**src/rtl/vec_alu_sequencer_if.sv**
```systemverilog
// vec_alu_sequencer_if: instruction, register-file, lane-drive and status signals of the sequencer.
interface vec_alu_sequencer_if #(
   parameter int WIDTH = 8,
   parameter int LANES = 4,
   parameter int VLEN  = 16,
   parameter int RAW   = 4
);
   localparam int BEATS = VLEN / LANES;
   localparam int BW = BEATS > 1 ? $clog2(BEATS) : 1;
   logic req_valid, req_ready, req_scalar;
   logic [2:0] req_opcode;
   logic [RAW-1:0] req_vd, req_va, req_vb;
   logic [WIDTH-1:0] req_imm;
   logic rd_en;
   logic [RAW-1:0] rd_va, rd_vb;
   logic [BW-1:0] rd_beat;
   logic [LANES*WIDTH-1:0] rd_data_a, rd_data_b;
   logic [2:0] alu_opcode;
   logic alu_scalar;
   logic [LANES*WIDTH-1:0] alu_a, alu_b, alu_c, alu_result;
   logic [LANES*4-1:0] alu_flags;
   logic wr_en;
   logic [RAW-1:0] wr_vd;
   logic [BW-1:0] wr_beat;
   logic [LANES*WIDTH-1:0] wr_data;
   logic [LANES-1:0] wr_mask;
   logic busy, done, err;
   logic [3:0] flags_out;
   modport master (
      input  req_valid, req_opcode, req_scalar, req_vd, req_va, req_vb, req_imm,
             rd_data_a, rd_data_b, alu_result, alu_flags,
      output req_ready, rd_en, rd_va, rd_vb, rd_beat, alu_opcode, alu_scalar, alu_a, alu_b, alu_c,
             wr_en, wr_vd, wr_beat, wr_data, wr_mask, busy, done, err, flags_out
   );
   modport slave (
      output req_valid, req_opcode, req_scalar, req_vd, req_va, req_vb, req_imm,
             rd_data_a, rd_data_b, alu_result, alu_flags,
      input  req_ready, rd_en, rd_va, rd_vb, rd_beat, alu_opcode, alu_scalar, alu_a, alu_b, alu_c,
             wr_en, wr_vd, wr_beat, wr_data, wr_mask, busy, done, err, flags_out
   );
endinterface

```
**src/rtl/vec_alu_sequencer.sv**
```systemverilog
// vec_alu_sequencer: runs one vector instruction beat by beat over LANES ALU lanes (read, execute, write back).
module vec_alu_sequencer #(
   parameter int WIDTH = 8,
   parameter int LANES = 4,
   parameter int VLEN  = 16,
   parameter int RAW   = 4
) (
   input logic clk,
   input logic rst_n,
   vec_alu_sequencer_if.master bus
);
   localparam int BEATS = VLEN / LANES;
   localparam int BW = BEATS > 1 ? $clog2(BEATS) : 1;
   typedef enum logic [2:0] {IDLE, RD, EX, WB, DONE} state_t;
   state_t state, state_nx;
   logic [2:0] opcode;
   logic scalar, accept, bad_in, set_in, is_set, last, err;
   logic [RAW-1:0] vd, va, vb;
   logic [WIDTH-1:0] imm;
   logic [BW-1:0] beat;
   logic [LANES*WIDTH-1:0] wdata;
   logic [LANES-1:0] vmask;
   logic [3:0] acc, acc_nx, flags;
   assign accept = bus.req_valid && state == IDLE;
   assign bad_in = !(bus.req_opcode inside {3'b000, 3'b001, 3'b010, 3'b111});
   assign set_in = bus.req_opcode == 3'b111;
   assign is_set = opcode == 3'b111;
   assign last = scalar || beat == BW'(BEATS - 1);
   assign vmask = scalar ? LANES'(1) : {LANES{1'b1}};
   always_comb begin
      state_nx = state;
      case (state)
         IDLE: if (bus.req_valid) state_nx = bad_in ? DONE : set_in ? EX : RD;
         RD: state_nx = EX;
         EX: state_nx = WB;
         WB: state_nx = last ? DONE : is_set ? EX : RD;
         DONE: state_nx = IDLE;
         default: state_nx = IDLE;
      endcase
   end
   // Lanes outside the mask never reach the accumulators, so their X flags cannot leak.
   always_comb begin
      acc_nx = acc;
      for (int i = 0; i < LANES; i++)
         if (vmask[i]) begin
            acc_nx[0] = acc_nx[0] | bus.alu_flags[i*4];
            acc_nx[1] = acc_nx[1] & bus.alu_flags[i*4+1];
            acc_nx[2] = acc_nx[2] | bus.alu_flags[i*4+2];
            acc_nx[3] = acc_nx[3] | bus.alu_flags[i*4+3];
         end
   end
   always_ff @(posedge clk or negedge rst_n)
      if (!rst_n) begin
         state <= IDLE;
         opcode <= '0;
         scalar <= 1'b0;
         vd <= '0;
         va <= '0;
         vb <= '0;
         imm <= '0;
         beat <= '0;
         wdata <= '0;
         acc <= '0;
         flags <= '0;
         err <= 1'b0;
      end else begin
         state <= state_nx;
         if (accept) begin
            opcode <= bus.req_opcode;
            scalar <= bus.req_scalar;
            vd <= bus.req_vd;
            va <= bus.req_va;
            vb <= bus.req_vb;
            imm <= bus.req_imm;
            beat <= '0;
            acc <= 4'b0010;
         end
         if (state == EX) begin
            wdata <= bus.alu_result;
            acc <= acc_nx;
         end
         if (state == WB && !last) beat <= beat + 1'b1;
         if (accept && bad_in) begin
            flags <= '0;
            err <= 1'b1;
         end else if (state == WB && last) begin
            flags <= acc;
            err <= 1'b0;
         end
      end
   assign bus.req_ready = state == IDLE;
   assign bus.busy = state != IDLE;
   assign bus.done = state == DONE;
   assign bus.err = err;
   assign bus.flags_out = flags;
   assign bus.rd_en = state == RD;
   assign bus.rd_va = va;
   assign bus.rd_vb = vb;
   assign bus.rd_beat = beat;
   assign bus.alu_opcode = opcode;
   assign bus.alu_scalar = scalar;
   assign bus.alu_a = state == EX ? bus.rd_data_a : '0;
   assign bus.alu_b = state == EX ? bus.rd_data_b : '0;
   assign bus.alu_c = {LANES{imm}};
   assign bus.wr_en = state == WB;
   assign bus.wr_vd = vd;
   assign bus.wr_beat = beat;
   assign bus.wr_data = wdata;
   assign bus.wr_mask = state == WB ? vmask : '0;
endmodule

```
**src/flat_wrapper.sv**
```systemverilog
// flat-port wrapper written by rule: the top's interface ports become plain ports
module vec_alu_sequencer_flat 
#(
   parameter int WIDTH = 8,
   parameter int LANES = 4,
   parameter int VLEN  = 16,
   parameter int RAW   = 4
)
  (clk, rst_n, bus_req_valid, bus_req_opcode, bus_req_scalar, bus_req_vd, bus_req_va, bus_req_vb, bus_req_imm, bus_rd_data_a, bus_rd_data_b, bus_alu_result, bus_alu_flags, bus_req_ready, bus_rd_en, bus_rd_va, bus_rd_vb, bus_rd_beat, bus_alu_opcode, bus_alu_scalar, bus_alu_a, bus_alu_b, bus_alu_c, bus_wr_en, bus_wr_vd, bus_wr_beat, bus_wr_data, bus_wr_mask, bus_busy, bus_done, bus_err, bus_flags_out);
  vec_alu_sequencer_if #(.WIDTH(WIDTH), .LANES(LANES), .VLEN(VLEN), .RAW(RAW)) bus_i ();
  input logic clk;
  input logic rst_n;
  input wire logic [$bits(bus_i.req_valid)-1:0] bus_req_valid;
  input wire logic [$bits(bus_i.req_opcode)-1:0] bus_req_opcode;
  input wire logic [$bits(bus_i.req_scalar)-1:0] bus_req_scalar;
  input wire logic [$bits(bus_i.req_vd)-1:0] bus_req_vd;
  input wire logic [$bits(bus_i.req_va)-1:0] bus_req_va;
  input wire logic [$bits(bus_i.req_vb)-1:0] bus_req_vb;
  input wire logic [$bits(bus_i.req_imm)-1:0] bus_req_imm;
  input wire logic [$bits(bus_i.rd_data_a)-1:0] bus_rd_data_a;
  input wire logic [$bits(bus_i.rd_data_b)-1:0] bus_rd_data_b;
  input wire logic [$bits(bus_i.alu_result)-1:0] bus_alu_result;
  input wire logic [$bits(bus_i.alu_flags)-1:0] bus_alu_flags;
  output wire logic [$bits(bus_i.req_ready)-1:0] bus_req_ready;
  output wire logic [$bits(bus_i.rd_en)-1:0] bus_rd_en;
  output wire logic [$bits(bus_i.rd_va)-1:0] bus_rd_va;
  output wire logic [$bits(bus_i.rd_vb)-1:0] bus_rd_vb;
  output wire logic [$bits(bus_i.rd_beat)-1:0] bus_rd_beat;
  output wire logic [$bits(bus_i.alu_opcode)-1:0] bus_alu_opcode;
  output wire logic [$bits(bus_i.alu_scalar)-1:0] bus_alu_scalar;
  output wire logic [$bits(bus_i.alu_a)-1:0] bus_alu_a;
  output wire logic [$bits(bus_i.alu_b)-1:0] bus_alu_b;
  output wire logic [$bits(bus_i.alu_c)-1:0] bus_alu_c;
  output wire logic [$bits(bus_i.wr_en)-1:0] bus_wr_en;
  output wire logic [$bits(bus_i.wr_vd)-1:0] bus_wr_vd;
  output wire logic [$bits(bus_i.wr_beat)-1:0] bus_wr_beat;
  output wire logic [$bits(bus_i.wr_data)-1:0] bus_wr_data;
  output wire logic [$bits(bus_i.wr_mask)-1:0] bus_wr_mask;
  output wire logic [$bits(bus_i.busy)-1:0] bus_busy;
  output wire logic [$bits(bus_i.done)-1:0] bus_done;
  output wire logic [$bits(bus_i.err)-1:0] bus_err;
  output wire logic [$bits(bus_i.flags_out)-1:0] bus_flags_out;
  assign bus_i.req_valid = bus_req_valid;
  assign bus_i.req_opcode = bus_req_opcode;
  assign bus_i.req_scalar = bus_req_scalar;
  assign bus_i.req_vd = bus_req_vd;
  assign bus_i.req_va = bus_req_va;
  assign bus_i.req_vb = bus_req_vb;
  assign bus_i.req_imm = bus_req_imm;
  assign bus_i.rd_data_a = bus_rd_data_a;
  assign bus_i.rd_data_b = bus_rd_data_b;
  assign bus_i.alu_result = bus_alu_result;
  assign bus_i.alu_flags = bus_alu_flags;
  assign bus_req_ready = bus_i.req_ready;
  assign bus_rd_en = bus_i.rd_en;
  assign bus_rd_va = bus_i.rd_va;
  assign bus_rd_vb = bus_i.rd_vb;
  assign bus_rd_beat = bus_i.rd_beat;
  assign bus_alu_opcode = bus_i.alu_opcode;
  assign bus_alu_scalar = bus_i.alu_scalar;
  assign bus_alu_a = bus_i.alu_a;
  assign bus_alu_b = bus_i.alu_b;
  assign bus_alu_c = bus_i.alu_c;
  assign bus_wr_en = bus_i.wr_en;
  assign bus_wr_vd = bus_i.wr_vd;
  assign bus_wr_beat = bus_i.wr_beat;
  assign bus_wr_data = bus_i.wr_data;
  assign bus_wr_mask = bus_i.wr_mask;
  assign bus_busy = bus_i.busy;
  assign bus_done = bus_i.done;
  assign bus_err = bus_i.err;
  assign bus_flags_out = bus_i.flags_out;
  vec_alu_sequencer #(.WIDTH(WIDTH), .LANES(LANES), .VLEN(VLEN), .RAW(RAW)) u_core (.clk(clk), .rst_n(rst_n), .bus(bus_i));
endmodule
```
**config.mk**
```make
export PLATFORM = sky130hd
export DESIGN_NAME = vec_alu_sequencer_flat
export DESIGN_NICKNAME = d
export VERILOG_FILES = /design/src/rtl/vec_alu_sequencer_if.sv /design/src/rtl/vec_alu_sequencer.sv /design/src/flat_wrapper.sv
export SDC_FILE = /design/constraint.sdc
export NUM_CORES = 1
export LEC_CHECK = 0
export ABC_CLOCK_PERIOD_IN_PS = 1800
export CAP_MARGIN = 0
export CORE_AREA = 2 2 115 117
export DETAILED_ROUTE_END_ITERATION = 10
export DIE_AREA = 0 0 117 119
export GPL_TIMING_DRIVEN = 0
export PLACE_DENSITY = 0.7
export SLEW_MARGIN = 20
export SYNTH_ARGS = -nofsm -noshare
export SYNTH_HDL_FRONTEND = slang
export SYNTH_SLANG_ARGS = --single-unit
```
**constraint.sdc**
```tcl
create_clock -name clk -period 1.8 [get_ports clk]
set_input_delay 0.36 -clock clk [delete_from_list [all_inputs] [get_ports clk]]
set_output_delay 0.36 -clock clk [all_outputs]
set_load 0.03 [all_outputs]
```
# --- Word level (Yosys, flattened, before mapping) ---
# Index checks and enable logic that the tools add are counted.
totals:
  register_bits: 70
  in_bits: 139
  out_inout_bits: 162
  elab_cells: 75
classes:
  addsub: 1
  eq_ne: 10
  muxes: 22
  bitwise_logic: 16
  n_reduce_logical: 14
ops:
  columns: ["op", "count"]
  rows:
  - ["32-bit two-way mux", 2]
  - ["4-bit two-way mux", 10]
  - ["1-bit bitwise OR", 12]
  - ["3-bit one-hot mux with 4 select lines", 1]
  - ["3-bit by 2-bit equality test with 1-bit output (second input constant)", 3]
  - ["3-bit equality test (second input constant)", 3]
  - ["3-bit two-way mux", 3]
  - ["2-bit two-way mux", 4]
  - ["3-bit by 1-bit equality test with 1-bit output (second input constant)", 2]
  - ["3-bit logical NOT", 2]
  - ["2-bit nonzero test", 3]
  - ["1-bit AND", 4]
  - ["1-bit logical AND", 4]
  - ["4-bit nonzero test", 1]
  - ["3-bit nonzero test", 1]
  - ["2-bit by 1-bit adder with 2-bit output (second input constant)", 1]
  - ["2-bit equality test (second input constant)", 1]
  - ["1-bit logical NOT", 2]
  - ["1-bit two-way mux", 2]
  - ["2-bit != test (second input constant)", 1]
  - ["1-bit logical OR", 1]

# --- Depth between registers and ports, before layout ---
# Gate-level depths: netlist (run 1).
logic_depth:
  word_depth: 9
  ltp_mapped: 6

# --- Worst setup path before layout (run 1) ---
# No wires, ideal clock.
synth_path:
  path_kind: "reg-to-output"
  from: "register u_core.state[2]"
  to: "output bus_wr_mask[2]"
  arrival_time_ns: 1.525
  required_ns: 1.440
  setup_slack_ns: -0.085
  path_stages_with_launch: 5
  path_buffers: 2
  path_cell_list: "dfrtp_1 > buf_2 > nand3b_1 > nor2_1 > buf_4"
synth_between:
  elab_chain_cells: 2
synth_rtl:
  columns: ["item", "line_no", "rtl"]
  rows:
  - ["start, declared", "vec_alu_sequencer.sv:15", "state_t state, state_nx;"]
  - ["start signal, assigned", "vec_alu_sequencer.sv:67", "state <= state_nx;"]
  - ["3-bit by 2-bit equality test with 1-bit output", "vec_alu_sequencer.sv:109", "assign bus.wr_mask = state == WB ? vmask : '0;"]
  - ["4-bit two-way mux", "vec_alu_sequencer.sv:109", null]
  - ["end, declared", "flat_wrapper.sv:38", "output wire logic [$bits(bus_i.wr_mask)-1:0] bus_wr_mask;"]
# No other way between the ends.

# --- Worst setup path after layout (run 1) ---
layout_path:
  from: "register u_core.state[0]"
  to: "output bus_alu_a[0]"
layout_between:
  elab_chain_cells: 2
layout_rtl:
  columns: ["item", "line_no", "rtl"]
  rows:
  - ["3-bit by 2-bit equality test with 1-bit output", "vec_alu_sequencer.sv:102", "assign bus.alu_a = state == EX ? bus.rd_data_a : '0;"]
  - ["32-bit two-way mux", "vec_alu_sequencer.sv:102", null]
  - ["end, declared", "flat_wrapper.sv:31", "output wire logic [$bits(bus_i.alu_a)-1:0] bus_alu_a;"]
# No other way between the ends.

==> results, run 1 <==
- Row generation in the floorplan step produced 42 rows.
- The largest single stage delay on the critical path is 370 ps.
- The worst reg-to-reg setup slack is -120 ps.
- The data required time of the worst path is about 1400 ps.
- The number of synthesized flops with an enable pin is 0.
- The number of standard cells after synthesis is approximately 350.
- No sink is reached through more buffers than the 2 on the longest clock path.
- The critical path class is reg2out.
- The horizontal extent of the die is 117 um.
- The share of flip-flops with an asynchronous set or reset is 100%.
- The residual overflow from global routing is 0.
- The flip-flop and latch count after synthesis is 70.
- The number of pins with negative max-slew slack in the final report is 0.
- The flow ran to the end, but the final reports show violations.
- The y dimension of the die is ~120 um.
- The weighted congestion at the end of routability-driven global placement is 0.787.
- The final hold slack is 436 ps.
- The commonest cells after synthesis are nand2_1, dfrtp_1, and3_1, buf_4, mux2_2.
- The TritonCTS clock tree is yes.
- Measured on the finished design, the core utilization comes to 62.3%.
- The overall routing resource usage is 19.6%.
- The final layout net count is 835.
- Sequential elements use 49.4% of the synthesized area.
- The type of element capturing the critical path is a primary output.
- Ranked by total cell area, the synthesized netlist is headed by dfrtp_1, and3_1, mux2_2.
- Counting cells, the worst reg-to-reg path comes to 7.
- Clock skew on the completed layout was measured at slightly below 7 ps.
- The post-placement worst setup slack is -849 ps.
- The routed wire length is 15,400 um.
- In this run the remaining antenna-violating nets after routing total 0.
- The count of H-tree levels built during CTS is 3.
- The average footprint of a synthesized cell is 10.0 um2.
- The final critical delay including setup and external delays is 1980 ps.
- Before antenna repair, the detailed router went through 4 iterations.
- The signal on the critical path passes through buf_6 > nor2_4 > buf_12 > buf_8 > and3_4 > buf_6.
- Yosys instantiated no cell more often than nand2_1.
- The number of input and output port buffers inserted is 300.
- The insertion delay of the later-clocked pin in the worst-skew pair is 330 ps.
- The overall die area is 13,900 um2.
- The area of the core is about 13,000 um2.
- The number of I/O pins is 301.
- The number of antenna violations at the first check in global routing came to 2.
- The mean number of vias per cell is 4.48.
- The cell chosen for the clock root is clkbuf_16.
- After layout, the worst path uses 110% of the clock period.
- For the pin with the worst max-slew slack, the measured transition is 437 ps.
- The first-pass GRT wire length is 20,800 um.
- The final reports fail on negative setup slack.
- In this run the biggest area consumer among cell types represents 49.4% of the synthesized area.
- The count of distinct cell types in the synthesized netlist is 32.
- The post-route DRC violation count is 0.
- STA classifies the critical path startpoint as a flip-flop.
- The library cell contributing the largest single delay on the critical path is dfrtp_1.
- Setup repair after global routing could not meet its margin everywhere.
- The final count of hold timing violations is 0.
- For this run, the top clock speed supported by timing is between 500 and 600 MHz.
- The maximum ir drop on the vdd rail is 1.02 mV.
- The total clock sinks is 70.
- Dividing the detail-routed wire length by the instance count gives 17.5 um.
- The number of maximum-capacitance constraint violations is 0.
- The cell family contributing the most delay on the critical path is buffers and inverters.
- The most used cell along the critical path is buf_6.
- The initial detailed-routing violation count is 126.
- The number of global-route vias before repair came to 3,803.
- The peak fanout along the critical path is 10.
- The prevailing post-synth register cell is dfrtp_1.
- After legalization and detailed placement, the total HPWL measured between 10,000 and 15,000 um.
- The clock-pin transition on the worst setup and hold timing paths is 60 ps.
- The layout overhead on the synthesized area is 126%.
- Clock tree synthesis inserted a total of 9 buffers.
- The power per standard cell area is 1800 nW/um2.
- The proportion of layout cells with a drive suffix above 1 is 39.9%.
- The total vias in the final route is 3,931.
- In this run the critical register-to-register path is captured at u_core.state[2]$_DFFE_PN0P_.
- Entering global routing, the biggest net connects 55 pins.
- The Yosys step of the flow raised 0 warnings.
- The reported leakage power is 0.00386 uW.
- Together, buffers and inverters on the worst path number 4.
- Setup violations remaining at the end of the flow were counted as 100.
- The leading area contributor after synthesis is dfrtp_1.
- The critical path data arrival time is 1620 ps.
- Summing every instance area after synthesis gives 3540 um2.
- The relative slew slack is 70.8%.
- The net count after synthesis is 494.
- After layout, the worst setup slack is -183 ps.
- The tightest min-delay check is of the in2async type.
- The initial core utilization is about 28%.
- In this run the critical register-to-register path is launched from u_core.state[0]$_DFFE_PN0P_.
==> cell type report <==
class / instances / area (um2)
fill: 994 / 4860
timing repair buffer: 332 / 3460
sequential: 70 / 1750
multi-input combinational: 226 / 1730
buffer: 54 / 529
clock buffer: 12 / 267
tap: 176 / 220
clock inverter: 3 / 42.5
inverter: 2 / 10.0
antenna: 2 / 5.00
==> registers in the layout (all words and copies together), names as in the netlist <==
name,count
u_core.acc,4
u_core.bus.alu_opcode,3
u_core.bus.alu_scalar,1
u_core.bus.err,1
u_core.bus.flags_out,4
u_core.bus.rd_beat,2
u_core.bus.rd_va,4
u_core.bus.rd_vb,4
u_core.bus.wr_data,32
u_core.bus.wr_vd,4
u_core.imm,8
u_core.state,3
==> metrics by stage <==
stage,instances,instance area [um2],setup TNS (ps),power [uW]
6_report,877,8020,-11470,14400
5_1_grt,877,8020,-17880,15200
4_1_cts,860,7420,-9350,13500
3_5_place_dp,831,6810,-52630,11300
3_3_place_gp,830,6780,-193500,11100
2_1_floorplan,354,3560,0,7690
==> power by group <==
group	internal (uW)	switching [uW]
clock network	1170	639
registers	2340	568
logic	4620	5090
==> repair_timing <==
| item | CTS | global route |
|---|---|---|
| hold buffers | 1 | 0 |
| endpoints found under the setup margin | 116 | 113 |
| pin swaps | 6 | 35 |
| buffers inserted | 13 | 10 |
| hold endpoints to repair | 16 | 0 |
| cloned | 0 | 7 |
| resized for setup | 594 | 110 |
==> cell families after synthesis <==
family                     synth area share, %
and+or+nand+nor                           24.2
DFF                                       49.4
buffers and inverters                     10.4
muxes                                     10.2
AOI/OAI and AO/OA                         5.44
adders and majority gates                0.353
==> layout by cell type, fill, tap and decap left out, types with 4 or more instances in the layout <==
| master | instances |
|---|---|
| a21oi_1 | 4 |
| a21oi_2 | 5 |
| and3_1 | 27 |
| and3_4 | 39 |
| buf_4 | 49 |
| buf_6 | 86 |
| buf_8 | 9 |
| clkbuf_16 | 15 |
| clkbuf_8 | 4 |
| clkdlybuf4s50_1 | 182 |
| dfrtp_1 | 68 |
| dlygate4sd2_1 | 37 |
| dlymetal6s2s_1 | 7 |
| mux2_2 | 32 |
| nand2_1 | 55 |
| nand2_2 | 14 |
| nand2_4 | 4 |
| nand3_1 | 5 |
| nor3_1 | 5 |
| o21ai_0 | 6 |
==> worst max path at each step <==
stage / from / to / cells after the start
3_5_place_dp: u_core.state[2]$_DFFE_PN0P_ / bus_alu_b[16] / 6
5_1_grt: u_core.state[0]$_DFFE_PN0P_ / bus_alu_a[2] / 6
3_3_place_gp: rst_n / u_core.state[2]$_DFFE_PN0P_ / 1
6_report: u_core.state[0]$_DFFE_PN0P_ / bus_alu_a[0] / 6
2_1_floorplan: u_core.state[0]$_DFFE_PN0P_ / bus_alu_a[0] / 5
4_1_cts: u_core.state[0]$_DFFE_PN0P_ / bus_alu_b[16] / 6
==> layer usage <==
| metal | GRT usage [%] | share of wire (%) |
|---|---|---|
| met3 | 7.12 | 9.6 |
| met5 | 0 | 0 |
| met4 | 6.91 | 3.4 |
| met2 | 36.4 | 53 |
| met1 | 19.8 | 35 |
No activity file was read; power rests on OpenSTA's default activity.
==> run 2, diff against run 1 <==
- ABC_CLOCK_PERIOD_IN_PS: 1800 -> not set
==> results of run 2 <==
Same layout as run 1: the final DEF is identical, and so are final timing and power.
==> patch, RTL diff (settings of run 1) <==
`RAW` is set to 4 in 3 places; all go to 5.
--- a/src/rtl/vec_alu_sequencer_if.sv
+++ b/src/rtl/vec_alu_sequencer_if.sv
@@ -5,3 +5,3 @@
    parameter int VLEN  = 16,
-   parameter int RAW   = 4
+   parameter int RAW   = 5
 );
--- a/src/rtl/vec_alu_sequencer.sv
+++ b/src/rtl/vec_alu_sequencer.sv
@@ -5,3 +5,3 @@
    parameter int VLEN  = 16,
-   parameter int RAW   = 4
+   parameter int RAW   = 5
 ) (
--- a/src/flat_wrapper.sv
+++ b/src/flat_wrapper.sv
@@ -6,3 +6,3 @@
    parameter int VLEN  = 16,
-   parameter int RAW   = 4
+   parameter int RAW   = 5
 )
Ports: changed (6 resized); port bits go from 301 to 307. The function was not compared with the original's and may differ.
==> patch against run 1 <==
Setup slack better by 0.064 ns; final area down 3.9%; area after synthesis is 1.8% higher; sequential share of layout area is 1.9 points higher; first-iteration DRC count increased by 3.2%; the run still ends with setup timing left; register-to-register slack gained 0.03 ns; power decreased by 5.4%; sequential cell count grew 3; routed wire length about the same.
==> patch: results (changes against run 1) <==
| Metric | Value |
|---|---|
| Total GRT Usage | 0.213 (+0.0162) |
| Post-synth top cells | nand2_1 (82), dfrtp_1 (73), and3_1 (66) |
| Slowest cell on crit path | dfrtp_2 |
| GPL Wtd Cong | 0.851 (+8.1%) |
| Area contributors post-synth | dfrtp_1 (51%), and3_1 (11%), mux2_2 (10%), nand2_1 (8.5%), buf_4 (6.0%) |
| Yosys warns | 0 (unchanged) |
| DP Wirelength | 12300 um (+10%) |
| Initial antenna violation count | 3 (+1) |
| Clock Latency Late Sink | 0.33 ns (about the same) |
| Clock Tree Buf Depth | 2 (unchanged) |
| Worst-Margin Slew | 0.431 ns (-0.00640 ns) |
| CP arrival | 1.56 ns (-0.06 ns) |
| Synth Area in Compound Gates | 0.0513 (-0.00304) |
| Pin count of the biggest net entering global routing | 58 (+5.5%) |
| Skew final | 0.00847 ns (+0.00168 ns) |
| Synth cell types | 32 (unchanged) |
| Worst VDD drop | 841 uV (-17%) |
| Sequential area share after synthesis | 0.506 (+0.0121) |
| Violated checks | setup timing |
| Largest register FFs | 32 (unchanged) |
| Mux cell area share after synthesis | 0.0999 (-0.00180) |
| XOR/XNOR share of the synthesized area | 0 (unchanged) |
| Initial DRC count | 130 (+3.2%) |
| Nets | 846 (+1.3%) |
| Share of layout cells above drive strength 1 | 0.348 (-0.0512) |
| Final worst-path setup slack | -0.119 ns (+0.0639 ns) |
| Antenna-violating nets left | 0 (unchanged) |
| Ys async rst share | 1.00 (unchanged) |
| DR pass1 iterations | 4 (unchanged) |
| CP peak stage delay | 0.45 ns (+0.08 ns) |
| Hold Path Class | in2async |
| Routed WL per cell | 17.3 um (-1.0%) |
| Vias in the first global route | 4124 (+8.4%) |
| Setup Viol. Count Final | 71 (-29%) |
| Syn_nets | 510 (+3.2%) |
| Clock slew at reported path FFs | 0.06 ns (about the same) |
| P_leak | 3.74 nW (-3.2%) |
| Adder-cell share of the synthesized area | 0.00347 (-0.0000624) |
| First-pass GRT wire length | 22100 um (+6.7%) |
| IO Port Bufs | 306 (+2.0%) |
| Status | finished with violations |
| Num CTS Buffers | 9 (unchanged) |
| CTS H-Tree Depth | 3 (unchanged) |
| Routed vias | 3994 (+1.6%) |
| R2R setup slack | -0.09 ns (+0.03 ns) |
| Critical path fanouts, max | 7 (-3) |
| Filler instances | 1101 (+11%) |
| Root buffer cell | clkbuf_16 |
patch: worst max-delay path: cells and delay by family, from the launching register on:
kind	cells	cell delay, ns
buffers and inverters	3	0.42
AND/OR/NAND/NOR	2	0.36
flip-flops	1	0.45
patch: cell type report:
cell class	instances	share of cell area
Timing Repair Buffer	326	0.422
Sequential cell	73	0.237
Multi-Input combinational cell	235	0.211
Buffer	56	0.0624
Clock buffer	9	0.0292
Tap cell	176	0.0286
Clock inverter	6	0.00585
Inverter	2	0.00260
Antenna cell	3	0.000975
patch: kinds of logic (layout without fill, tap and decap cells):
logic type	after synthesis	in the layout
and+or+nand+nor	174	174
DFF	73	73
buffers and inverters	59	399
other	0	3
AOI/OAI and AO/OA	28	28
muxes	32	32
adders and majority gates	1	1
patch: per-layer routing:
layer	global-route usage	share of wire	up-vias
li1	-	-	1894
met1	0.192	0.31	1902
met2	0.419	0.58	176
met3	0.0697	0.088	22
met4	0.0853	0.029	0
met5	0	0	-
patch: worst paths after layout:
| path | start | endpoint | cells past startpoint |
|---|---|---|---|
| setup / recovery | u_core.state[0] | bus_alu_b[18] | 5 |
| hold / removal | rst_n | u_core.bus.wr_data[11] | 2 |
| setup reg to reg | u_core.state[0] | u_core.acc[3] | 6 |
| hold reg to reg | u_core.bus.rd_vb[1] | u_core.bus.rd_vb[1] | 2 |
| max in group asynchronous | rst_n | u_core.state[2] | 3 |
| min in group clk | u_core.bus.rd_vb[1] | u_core.bus.rd_vb[1] | 2 |
patch: metrics by stage:
step	worst slack, ns	instance area, um^2	instances	hold slack [ns]	setup TNS, ns
floorplan	0.000158	3640	367	0.0644	0
global placement	-2.13	6930	849	0.459	-207.98
finish	-0.119	7700	886	0.440	-5.94
CTS	-0.184	7410	876	0.432	-9.09
detailed placement	-0.792	6950	850	0.248	-55.03
global route	-0.178	7700	886	0.438	-11.45
patch: power by group:
part | internal [mW] | switching, mW | leakage (nW)
Sequential | 2.44 | 0.550 | 0.886
Clock | 0.928 | 0.685 | 0.124
Combinational | 4.10 | 4.94 | 2.73
patch: what timing repair did:
| action | CTS | global route |
|---|---|---|
| setup endpoints to repair | 148 | 132 |
| cloned | 3 | 0 |
| hold buffers | 1 | 0 |
| setup buffers | 8 | 8 |
| endpoints found under the hold margin | 16 | 0 |
| pin swaps | 8 | 5 |
| resized for setup | 570 | 78 |
